$ cat config.mk
export PLATFORM = sky130hd
export DESIGN_NAME = lsu_stall_unit_flat
export DESIGN_NICKNAME = d
export VERILOG_FILES = /design/src/rtl/lsu_stall_unit_if.sv /design/src/rtl/lsu_stall_unit.sv /design/src/flat_wrapper.sv
export SDC_FILE = /design/constraint.sdc
export NUM_CORES = 1
export LEC_CHECK = 0
export ABC_AREA = 0
export ABC_CLOCK_PERIOD_IN_PS = 3100
export CAP_MARGIN = 20
export CORE_ASPECT_RATIO = 0.8
export CORE_MARGIN = 10
export CORE_UTILIZATION = 31
export CTS_CLUSTER_DIAMETER = 50
export DETAILED_ROUTE_END_ITERATION = 12
export GPL_ROUTABILITY_DRIVEN = 0
export PLACE_DENSITY = 0.92
export RECOVER_POWER = 25
export SYNTH_ARGS = -nofsm -noshare
export SYNTH_HDL_FRONTEND = slang
export SYNTH_SLANG_ARGS = --single-unit
$ cat constraint.sdc
create_clock -name clk_i -period 3.1 [get_ports clk_i]
set_input_delay 0.93 -clock clk_i [delete_from_list [all_inputs] [get_ports clk_i]]
set_output_delay 0.93 -clock clk_i [all_outputs]
set_load 0.02 [all_outputs]
$ cat src/rtl/lsu_stall_unit_if.sv
`default_nettype none
// ============================================================================
//  Module      : lsu_stall_unit_if
//  Description : Core-side and memory-side signal bundle of the load-store
//                unit. The unit itself takes the slave view, and the core
//                plus memory model take the master view.
//  Revision    : 1.0 - initial release
// ============================================================================
interface lsu_stall_unit_if #(
    parameter int ADDR_WIDTH = 32
);
    // Core side
    logic                  lsu_req_i;
    logic                  lsu_we_i;
    logic [2:0]            lsu_size_i;
    logic [ADDR_WIDTH-1:0] lsu_addr_i;
    logic [31:0]           lsu_wdata_i;
    logic [31:0]           lsu_rdata_o;
    logic                  lsu_stall_o;
    logic                  lsu_misalign_o;

    // Memory / address-decoder side
    logic                  data_req_o;
    logic                  data_we_o;
    logic [3:0]            data_be_o;
    logic [ADDR_WIDTH-1:0] data_addr_o;
    logic [31:0]           data_wdata_o;
    logic [31:0]           data_rdata_i;

    modport slave (
        input  lsu_req_i,
        input  lsu_we_i,
        input  lsu_size_i,
        input  lsu_addr_i,
        input  lsu_wdata_i,
        output lsu_rdata_o,
        output lsu_stall_o,
        output lsu_misalign_o,
        output data_req_o,
        output data_we_o,
        output data_be_o,
        output data_addr_o,
        output data_wdata_o,
        input  data_rdata_i
    );

    modport master (
        output lsu_req_i,
        output lsu_we_i,
        output lsu_size_i,
        output lsu_addr_i,
        output lsu_wdata_i,
        input  lsu_rdata_o,
        input  lsu_stall_o,
        input  lsu_misalign_o,
        input  data_req_o,
        input  data_we_o,
        input  data_be_o,
        input  data_addr_o,
        input  data_wdata_o,
        output data_rdata_i
    );
endinterface
`default_nettype wire

$ cat src/rtl/lsu_stall_unit.sv
`default_nettype none
// ============================================================================
//  Module      : lsu_stall_unit
//  Description : Converts core byte/half/word loads and stores into
//                word-aligned memory requests, stalling the core for one
//                cycle per access and extending the returned read data.
//  Revision    : 1.0 - initial release
// ============================================================================
module lsu_stall_unit #(
    parameter int ADDR_WIDTH = 32
) (
    input  wire logic         clk_i,
    input  wire logic         rst_i,
    lsu_stall_unit_if.slave   bus
);

    // RISC-V funct3 access sizes
    localparam logic [2:0] c_SZ_B  = 3'd0;
    localparam logic [2:0] c_SZ_H  = 3'd1;
    localparam logic [2:0] c_SZ_W  = 3'd2;
    localparam logic [2:0] c_SZ_BU = 3'd4;
    localparam logic [2:0] c_SZ_HU = 3'd5;

    localparam logic [0:0] c_ST_IDLE = 1'b0;
    localparam logic [0:0] c_ST_WAIT = 1'b1;

    logic [0:0] r_state;
    logic [0:0] w_state_nxt;
    logic [1:0] r_offset;
    logic [2:0] r_size;
    logic       r_we;

    logic                  w_illegal;
    logic                  w_accept;
    logic [3:0]            w_be;
    logic [31:0]           w_wdata_rep;
    logic [31:0]           w_load_data;
    logic [7:0]            w_byte_lane;
    logic [15:0]           w_half_lane;
    logic [ADDR_WIDTH-1:0] w_addr_aligned;

    logic                  w_req;
    logic                  w_we;
    logic                  w_stall;
    logic                  w_misalign;
    logic [3:0]            w_be_out;
    logic [ADDR_WIDTH-1:0] w_addr_out;
    logic [31:0]           w_wdata_out;
    logic [31:0]           w_rdata_out;

    // ------------------------------------------------------------------
    // Request decode
    // ------------------------------------------------------------------
    always_comb begin
        w_illegal = 1'b0;
        case (bus.lsu_size_i)
            c_SZ_B, c_SZ_BU: w_illegal = 1'b0;
            c_SZ_H, c_SZ_HU: w_illegal = bus.lsu_addr_i[0];
            c_SZ_W:          w_illegal = (bus.lsu_addr_i[1:0] != 2'b00);
            default:         w_illegal = 1'b1;
        endcase
    end

    assign w_accept       = (r_state == c_ST_IDLE) && bus.lsu_req_i && !w_illegal;
    assign w_addr_aligned = {bus.lsu_addr_i[ADDR_WIDTH-1:2], 2'b00};

    always_comb begin
        w_be        = 4'b0000;
        w_wdata_rep = 32'd0;
        case (bus.lsu_size_i)
            c_SZ_B, c_SZ_BU: begin
                w_be        = 4'b0001 << bus.lsu_addr_i[1:0];
                w_wdata_rep = {4{bus.lsu_wdata_i[7:0]}};
            end
            c_SZ_H, c_SZ_HU: begin
                w_be        = bus.lsu_addr_i[1] ? 4'b1100 : 4'b0011;
                w_wdata_rep = {2{bus.lsu_wdata_i[15:0]}};
            end
            c_SZ_W: begin
                w_be        = 4'b1111;
                w_wdata_rep = bus.lsu_wdata_i;
            end
            default: begin
                w_be        = 4'b0000;
                w_wdata_rep = 32'd0;
            end
        endcase
    end

    // ------------------------------------------------------------------
    // Load extraction from the latched offset and size
    // ------------------------------------------------------------------
    always_comb begin
        w_byte_lane = 8'd0;
        case (r_offset)
            2'd0: w_byte_lane = bus.data_rdata_i[7:0];
            2'd1: w_byte_lane = bus.data_rdata_i[15:8];
            2'd2: w_byte_lane = bus.data_rdata_i[23:16];
            2'd3: w_byte_lane = bus.data_rdata_i[31:24];
            default: w_byte_lane = 8'd0;
        endcase
    end

    assign w_half_lane = r_offset[1] ? bus.data_rdata_i[31:16] : bus.data_rdata_i[15:0];

    always_comb begin
        w_load_data = 32'd0;
        case (r_size)
            c_SZ_B:  w_load_data = {{24{w_byte_lane[7]}}, w_byte_lane};
            c_SZ_BU: w_load_data = {24'd0, w_byte_lane};
            c_SZ_H:  w_load_data = {{16{w_half_lane[15]}}, w_half_lane};
            c_SZ_HU: w_load_data = {16'd0, w_half_lane};
            c_SZ_W:  w_load_data = bus.data_rdata_i;
            default: w_load_data = 32'd0;
        endcase
    end

    // ------------------------------------------------------------------
    // FSM: state register (with access context latch)
    // ------------------------------------------------------------------
    always_ff @(posedge clk_i) begin
        if (rst_i) begin
            r_state  <= c_ST_IDLE;
            r_offset <= 2'd0;
            r_size   <= 3'd0;
            r_we     <= 1'b0;
        end else begin
            r_state <= w_state_nxt;
            if (w_accept) begin
                r_offset <= bus.lsu_addr_i[1:0];
                r_size   <= bus.lsu_size_i;
                r_we     <= bus.lsu_we_i;
            end
        end
    end

    // FSM: next-state logic
    always_comb begin
        w_state_nxt = r_state;
        case (r_state)
            c_ST_IDLE: w_state_nxt = w_accept ? c_ST_WAIT : c_ST_IDLE;
            c_ST_WAIT: w_state_nxt = c_ST_IDLE;
            default:   w_state_nxt = c_ST_IDLE;
        endcase
    end

    // FSM: outputs. In WAIT the core still holds its request, so it is ignored.
    always_comb begin
        w_req       = 1'b0;
        w_we        = 1'b0;
        w_stall     = 1'b0;
        w_misalign  = 1'b0;
        w_be_out    = 4'b0000;
        w_addr_out  = '0;
        w_wdata_out = 32'd0;
        w_rdata_out = 32'd0;
        case (r_state)
            c_ST_IDLE: begin
                if (bus.lsu_req_i) begin
                    if (w_illegal) begin
                        w_misalign = 1'b1;
                    end else begin
                        w_req       = 1'b1;
                        w_we        = bus.lsu_we_i;
                        w_stall     = 1'b1;
                        w_be_out    = w_be;
                        w_addr_out  = w_addr_aligned;
                        w_wdata_out = bus.lsu_we_i ? w_wdata_rep : 32'd0;
                    end
                end
            end
            c_ST_WAIT: begin
                if (!r_we) begin
                    w_rdata_out = w_load_data;
                end
            end
            default: begin
                w_req = 1'b0;
            end
        endcase
    end

    assign bus.data_req_o     = w_req;
    assign bus.data_we_o      = w_we;
    assign bus.data_be_o      = w_be_out;
    assign bus.data_addr_o    = w_addr_out;
    assign bus.data_wdata_o   = w_wdata_out;
    assign bus.lsu_stall_o    = w_stall;
    assign bus.lsu_misalign_o = w_misalign;
    assign bus.lsu_rdata_o    = w_rdata_out;

endmodule
`default_nettype wire
$ cat src/flat_wrapper.sv
// flat-port wrapper written by rule: the top's interface ports become plain ports
module lsu_stall_unit_flat 
#(
    parameter int ADDR_WIDTH = 32
)
  (clk_i, rst_i, bus_lsu_req_i, bus_lsu_we_i, bus_lsu_size_i, bus_lsu_addr_i, bus_lsu_wdata_i, bus_lsu_rdata_o, bus_lsu_stall_o, bus_lsu_misalign_o, bus_data_req_o, bus_data_we_o, bus_data_be_o, bus_data_addr_o, bus_data_wdata_o, bus_data_rdata_i);
  lsu_stall_unit_if #(.ADDR_WIDTH(ADDR_WIDTH)) bus_i ();
  input  wire logic clk_i;
  input  wire logic rst_i;
  input wire logic [$bits(bus_i.lsu_req_i)-1:0] bus_lsu_req_i;
  input wire logic [$bits(bus_i.lsu_we_i)-1:0] bus_lsu_we_i;
  input wire logic [$bits(bus_i.lsu_size_i)-1:0] bus_lsu_size_i;
  input wire logic [$bits(bus_i.lsu_addr_i)-1:0] bus_lsu_addr_i;
  input wire logic [$bits(bus_i.lsu_wdata_i)-1:0] bus_lsu_wdata_i;
  output wire logic [$bits(bus_i.lsu_rdata_o)-1:0] bus_lsu_rdata_o;
  output wire logic [$bits(bus_i.lsu_stall_o)-1:0] bus_lsu_stall_o;
  output wire logic [$bits(bus_i.lsu_misalign_o)-1:0] bus_lsu_misalign_o;
  output wire logic [$bits(bus_i.data_req_o)-1:0] bus_data_req_o;
  output wire logic [$bits(bus_i.data_we_o)-1:0] bus_data_we_o;
  output wire logic [$bits(bus_i.data_be_o)-1:0] bus_data_be_o;
  output wire logic [$bits(bus_i.data_addr_o)-1:0] bus_data_addr_o;
  output wire logic [$bits(bus_i.data_wdata_o)-1:0] bus_data_wdata_o;
  input wire logic [$bits(bus_i.data_rdata_i)-1:0] bus_data_rdata_i;
  assign bus_i.lsu_req_i = bus_lsu_req_i;
  assign bus_i.lsu_we_i = bus_lsu_we_i;
  assign bus_i.lsu_size_i = bus_lsu_size_i;
  assign bus_i.lsu_addr_i = bus_lsu_addr_i;
  assign bus_i.lsu_wdata_i = bus_lsu_wdata_i;
  assign bus_lsu_rdata_o = bus_i.lsu_rdata_o;
  assign bus_lsu_stall_o = bus_i.lsu_stall_o;
  assign bus_lsu_misalign_o = bus_i.lsu_misalign_o;
  assign bus_data_req_o = bus_i.data_req_o;
  assign bus_data_we_o = bus_i.data_we_o;
  assign bus_data_be_o = bus_i.data_be_o;
  assign bus_data_addr_o = bus_i.data_addr_o;
  assign bus_data_wdata_o = bus_i.data_wdata_o;
  assign bus_i.data_rdata_i = bus_data_rdata_i;
  lsu_stall_unit #(.ADDR_WIDTH(ADDR_WIDTH)) u_core (.clk_i(clk_i), .rst_i(rst_i), .bus(bus_i));
endmodule
## After elaboration in Yosys (flattened, before gate mapping)

Cells that the tools add are included.

- Eq/ne operators: 11
- Multiplexer cells: 30
- Bitwise operators: 1
- Shift operators: 1
- Reduce and logical (&&, ||, !) cells: 9

Operator list:

| operator | number |
|---|---|
| $mux 32 | 9 |
| $pmux 32 s5 | 1 |
| $pmux 32 s3 | 1 |
| $pmux 8 s4 | 1 |
| $mux 16 | 1 |
| $mux 4 | 4 |
| $eq 3x3->1 const B | 4 |
| $pmux 4 s3 | 1 |
| $mux 1 | 10 |
| $eq 3x1->1 const B | 2 |
| $eq 3x2->1 const B | 2 |
| $logic_not 3->1 | 2 |
| $eq 2x2->1 const B | 2 |
| $reduce_or 2->1 | 2 |
| $shl 1x2->4 const A | 1 |
| $pmux 1 s3 | 1 |
| $eq 2x1->1 const B | 1 |
| $logic_and 1x1->1 | 2 |
| $logic_not 2->1 | 1 |
| $pmux 1 s2 | 1 |
| $reduce_bool 2->1 | 1 |
| $logic_not 1->1 | 1 |
| $not 1->1 | 1 |

- Register bits: 7
- Input port bits: 103

## Logic depth before layout (Yosys ltp)

Gate-level depths: netlist (run 1).

- Depth after elaboration: 7
- Mapped depth: 6
- Gate-level depth less buffers: 3

## Worst setup path after synthesis (run 1)

No wires, ideal clock.

- Path type: input to output
- Start point: input port bus_lsu_size_i[0]
- End point: output port bus_data_wdata_o[22]
- Slack: -31 ps
- Arrival time: 2201 ps
- Stages: 5
- Cells stage by stage: buf_4 > nor4_4 > o2111ai_2 > clkbuf_1 > a21oi_1

- Word-level cells in the longest chain between the ends: 7

Ends and longest elaborated chain:

| item | RTL line | text |
|---|---|---|
| from (decl) | flat_wrapper.sv:12 | `input wire logic [$bits(bus_i.lsu_size_i)-1:0] bus_lsu_size_i;` |
| $eq 3x1->1 (tied with other cells) | lsu_stall_unit.sv:56, lsu_stall_unit.sv:70 |  |
| $reduce_or 2->1 | lsu_stall_unit.sv:56, lsu_stall_unit.sv:70 |  |
| $pmux 32 s3 | lsu_stall_unit.sv:70 | `case (bus.lsu_size_i)` |
| $mux 32 | lsu_stall_unit.sv:168 | `w_wdata_out = bus.lsu_we_i ? w_wdata_rep : 32'd0;` |
| $mux 32 (*) | lsu_stall_unit.sv:160 | `if (w_illegal) begin` |
| $mux 32 (*) | lsu_stall_unit.sv:159 | `if (bus.lsu_req_i) begin` |
| $mux 32 (*) | lsu_stall_unit.sv:157 | `case (r_state)` |
| to (decl) | flat_wrapper.sv:22 | `output wire logic [$bits(bus_i.data_wdata_o)-1:0] bus_data_wdata_o;` |

Every way passes the cells marked *; elsewhere a longest branch is shown, timed or not.

## Worst setup path in the final report (run 1)

- Start point: input port bus_lsu_size_i[0]
- End point: output port bus_data_wdata_o[4]

Same word-level chain as after synthesis.

==> results of run 1 <==
-- synthesized netlist by cell type (2+ instances only) --
cell       number  share of area
a22oi_1         8          0.029
clkbuf_2        2         0.0048
and3_1          8          0.024
nor4b_1         2         0.0083
nor2b_1         4          0.012
mux2i_1        12          0.057
buf_4           7          0.025
nor2_1          2         0.0036
nor3_1          4         0.0095
nand2b_1       22          0.065
a2bb2oi_1       2         0.0083
a21oi_1        51           0.12
a211oi_1        7          0.025
inv_1           4         0.0071
buf_2           9          0.021
o2bb2ai_1       7          0.029
o22ai_1         8          0.024
a21o_1         17          0.061
dfxtp_1         7          0.067
o21ba_2         2         0.0095
or4b_1          2         0.0095
mux2_2         10          0.054
o21ai_0         4         0.0095
nand2_1        33          0.059
and2_1         30          0.089
clkbuf_1       17          0.030
nand3b_1       19          0.068
-- final timing paths --
check,end,depth (start not counted),slack (ps),start
hold reg to reg,u_core.r_we,2,480,u_core.r_we
setup reg to reg,u_core.r_size[0],4,1590,u_core.r_state
setup / recovery,bus_data_wdata_o[4],7,-5,bus_lsu_size_i[0]
hold / removal,u_core.r_we,2,480,u_core.r_we
-- sequential cells by signal (all words and copies together) (netlist names) --
register / flops
u_core.r_size: 3
u_core.r_we: 1
u_core.r_state: 1
u_core.r_offset: 2
-- cells in the final DEF, fill, tap and decap left out, types with 6 or more instances in the layout --
cell type and instances:
nand3b_1 19, and3_4 8, o2bb2ai_1 7, buf_2 48
a22oi_1 6, and2_4 11, mux2i_1 11, buf_4 59
dfxtp_1 7, buf_6 30, dlygate4sd2_1 6, clkdlybuf4s50_1 86
nand2_1 33, and2_1 19, mux2_4 7, a21oi_1 48
nand2b_1 20, a21o_1 17
-- worst max-delay path: stages --
cell	delay, ps
buf_8	110
nor4_4	360
o21ba_4	210
buf_6	140
clkbuf_16	140
and3_4	180
buf_6	110
-- layout make-up --
type,instances,area [um2]
clock buffer,4,45.04
fill,517,1956
inverter,4,15.01
multi-input combinational,269,1973
sequential,7,140.1
tap,84,105.1
timing repair buffer,248,2240
-- through the flow --
step	setup WS (ps)	std cells	hold slack [ps]	total power [mW]	util
4_1_cts	-25.29	614	480.7	0.7517	0.6500
3_3_place_gp	-755.3	602	477.8	0.6124	0.6747
6_report	-5.210	616	482.2	0.8046	0.6979
2_1_floorplan	-31.28	316	458.3	0.3277	-
5_1_grt	-43.93	616	523.9	0.8389	0.6979
3_5_place_dp	-832.9	602	473.7	0.6239	0.6747
-- power by group through the flow --
stage               Sequential (mW)  Combinational, mW  Clock (mW)
global route                  0.102              0.604       0.133
detailed placement            0.102              0.522           0
finish                        0.101              0.573       0.130
CTS                           0.101              0.521       0.130
floorplan                    0.0980              0.230           0
global placement              0.102              0.511           0
-- repair_timing --
item | in CTS | in global routing
endpoints found under the setup margin | 102 | 84
setup buffers | 5 | 0
gates resized for setup | 491 | 81
cloned | 3 | 2
pin swaps | 3 | 19
-- metal layers --
layer / wire [um] / up-vias / share of wire / track usage
li1: - / 1574 / - / -
met2: 6804 / 155 / 0.52 / 0.4079
met3: 965 / 27 / 0.074 / 0.05045
met1: 4881 / 1534 / 0.38 / 0.2437
met4: 361 / 0 / 0.028 / 0.06435
met5: 0 / - / 0 / 0
-- cell families after synthesis --
kind of cell | Yosys count | share of synthesized area
and+or+nand+nor | 132 | 0.3839
AOI/OAI and AO/OA | 113 | 0.3464
buffers and inverters | 40 | 0.09047
muxes | 22 | 0.1107
DFF | 7 | 0.06666
other | 1 | 0.001784
==> summary.md, run 1 <==
| Metric | Value |
|---|---|
| Pwr/cell area | `178.1 nW/um2` |
| PortBufs | `204` |
| Global-route wire length before repair | `19.11 mm` |
| Seq cells post-synth | `7` |
| Unrepaired setup endpoints after global routing | `true` |
| Critical Path Fanout Max | `5` |
| Net load switching power | `0.3115 mW` |
| Layout net count | `636` |
| Cell area after layout | `4518 um2` |
| Comb power frac | `0.712` |
| Die Y | `93.65 um` |
| Seq/Total Area, Yosys | `0.06667` |
| Vias post-DR | `3,290` |
| Post-route DRC | `0` |
| Ys Warns | `0` |
| Hold Path Class | `flip-flop to flip-flop` |
| Largest net degree at the start of global routing | `27` |
| Worst Tran Pin Value | `695.0 ps` |
| Status | `complete, but fails checks` |
| Post-synth top flop | `dfxtp_1` |
| First DRT Iteration DRCs | `156` |
| Mapped Cells | `315` |
| Setup TNS | `-5.210 ps` |
| Maximum vdd drop | `0.08844 mV` |
| Setup-failing EPs final | `1` |
| Max Cap Viol | `0` |
| Failing checks | `negative setup slack` |
| Final Skew | `0.4685 ps` |
| Int Power | `0.4931 mW` |
| Worst-Skew Late Latency | `230 ps` |
| Final Worst Setup Slack | `-5.210 ps` |
| Max-slew violation count | `0` |
| Clock power share | `0.162` |
| Initial antenna violation count | `0` |
| Netlist cell types | `42` |
| Flop pwr share | `0.126` |
| CTS Buffer Depth | `2` |
| Initial Util | `0.3247` |
| # hold bufs at CTS | `0` |
| Worst EP required | `2170 ps` |
| Routed wire length per instance | `21.12 um` |
| DPL Wire Length | `10.03 mm` |
| Num rows | `26` |
| Critical path capture point type | `primary output` |
| Via density | `5.341` |
| Ys async rst share | `0` |
| TritonCTS Buffers | `3` |
| Tot GR Track Use | `0.2192` |
| Die Footprint | `10,490 um2` |
| Remaining global-route overflow | `0` |
| Routed Antenna Nets | `0` |
| Max Freq | `322.0 MHz` |
| Tmin final | `3105 ps` |
| Final wirelength | `13.01 mm` |
| Clock root cell | `clkbuf_8` |
| CP Class | `input port to primary output` |
| Startpoint Class | `input port` |
| Worst slew margin | `0.5367` |
| Iteration count of the initial detailed-routing pass | `4` |
| Net Sw Frac | `0.3872` |
| Critical path arrival | `2180 ps` |
| Synthesized area | `2102 um2` |
| Hold Vio Cnt, Final | `0` |
| Number of global-route vias before repair | `3,378` |
| Syn Area/Cell | `6.673 um2` |
| CTS tree | `built` |
| H-tree Lvls | `1` |
| Area growth syn-to-layout | `114.9%` |
| Clock transition at the registers of the reported paths | `40 ps` |
| N_diodes | `0` |
| CTS Sinks | `7` |
| Placed inst area | `4368 um2` |
| DIE WIDTH | `112.1 um` |
| EDFF count, synth | `0` |
| P_leak | `1.971 nW` |
| Share of layout cells above drive strength 1 | `0.3853` |
| Num ports | `207` |
| CORE AREA | `6474 um2` |
| Fin crit share | `1.002` |
Note: power is estimated with default switching activity, not from simulation.
==> inputs of run 2 (changes only) <==
CAP_MARGIN = 15   (was 20)
==> results of run 2 <==
No change in the layout: final DEF, timing and power equal those of run 1.
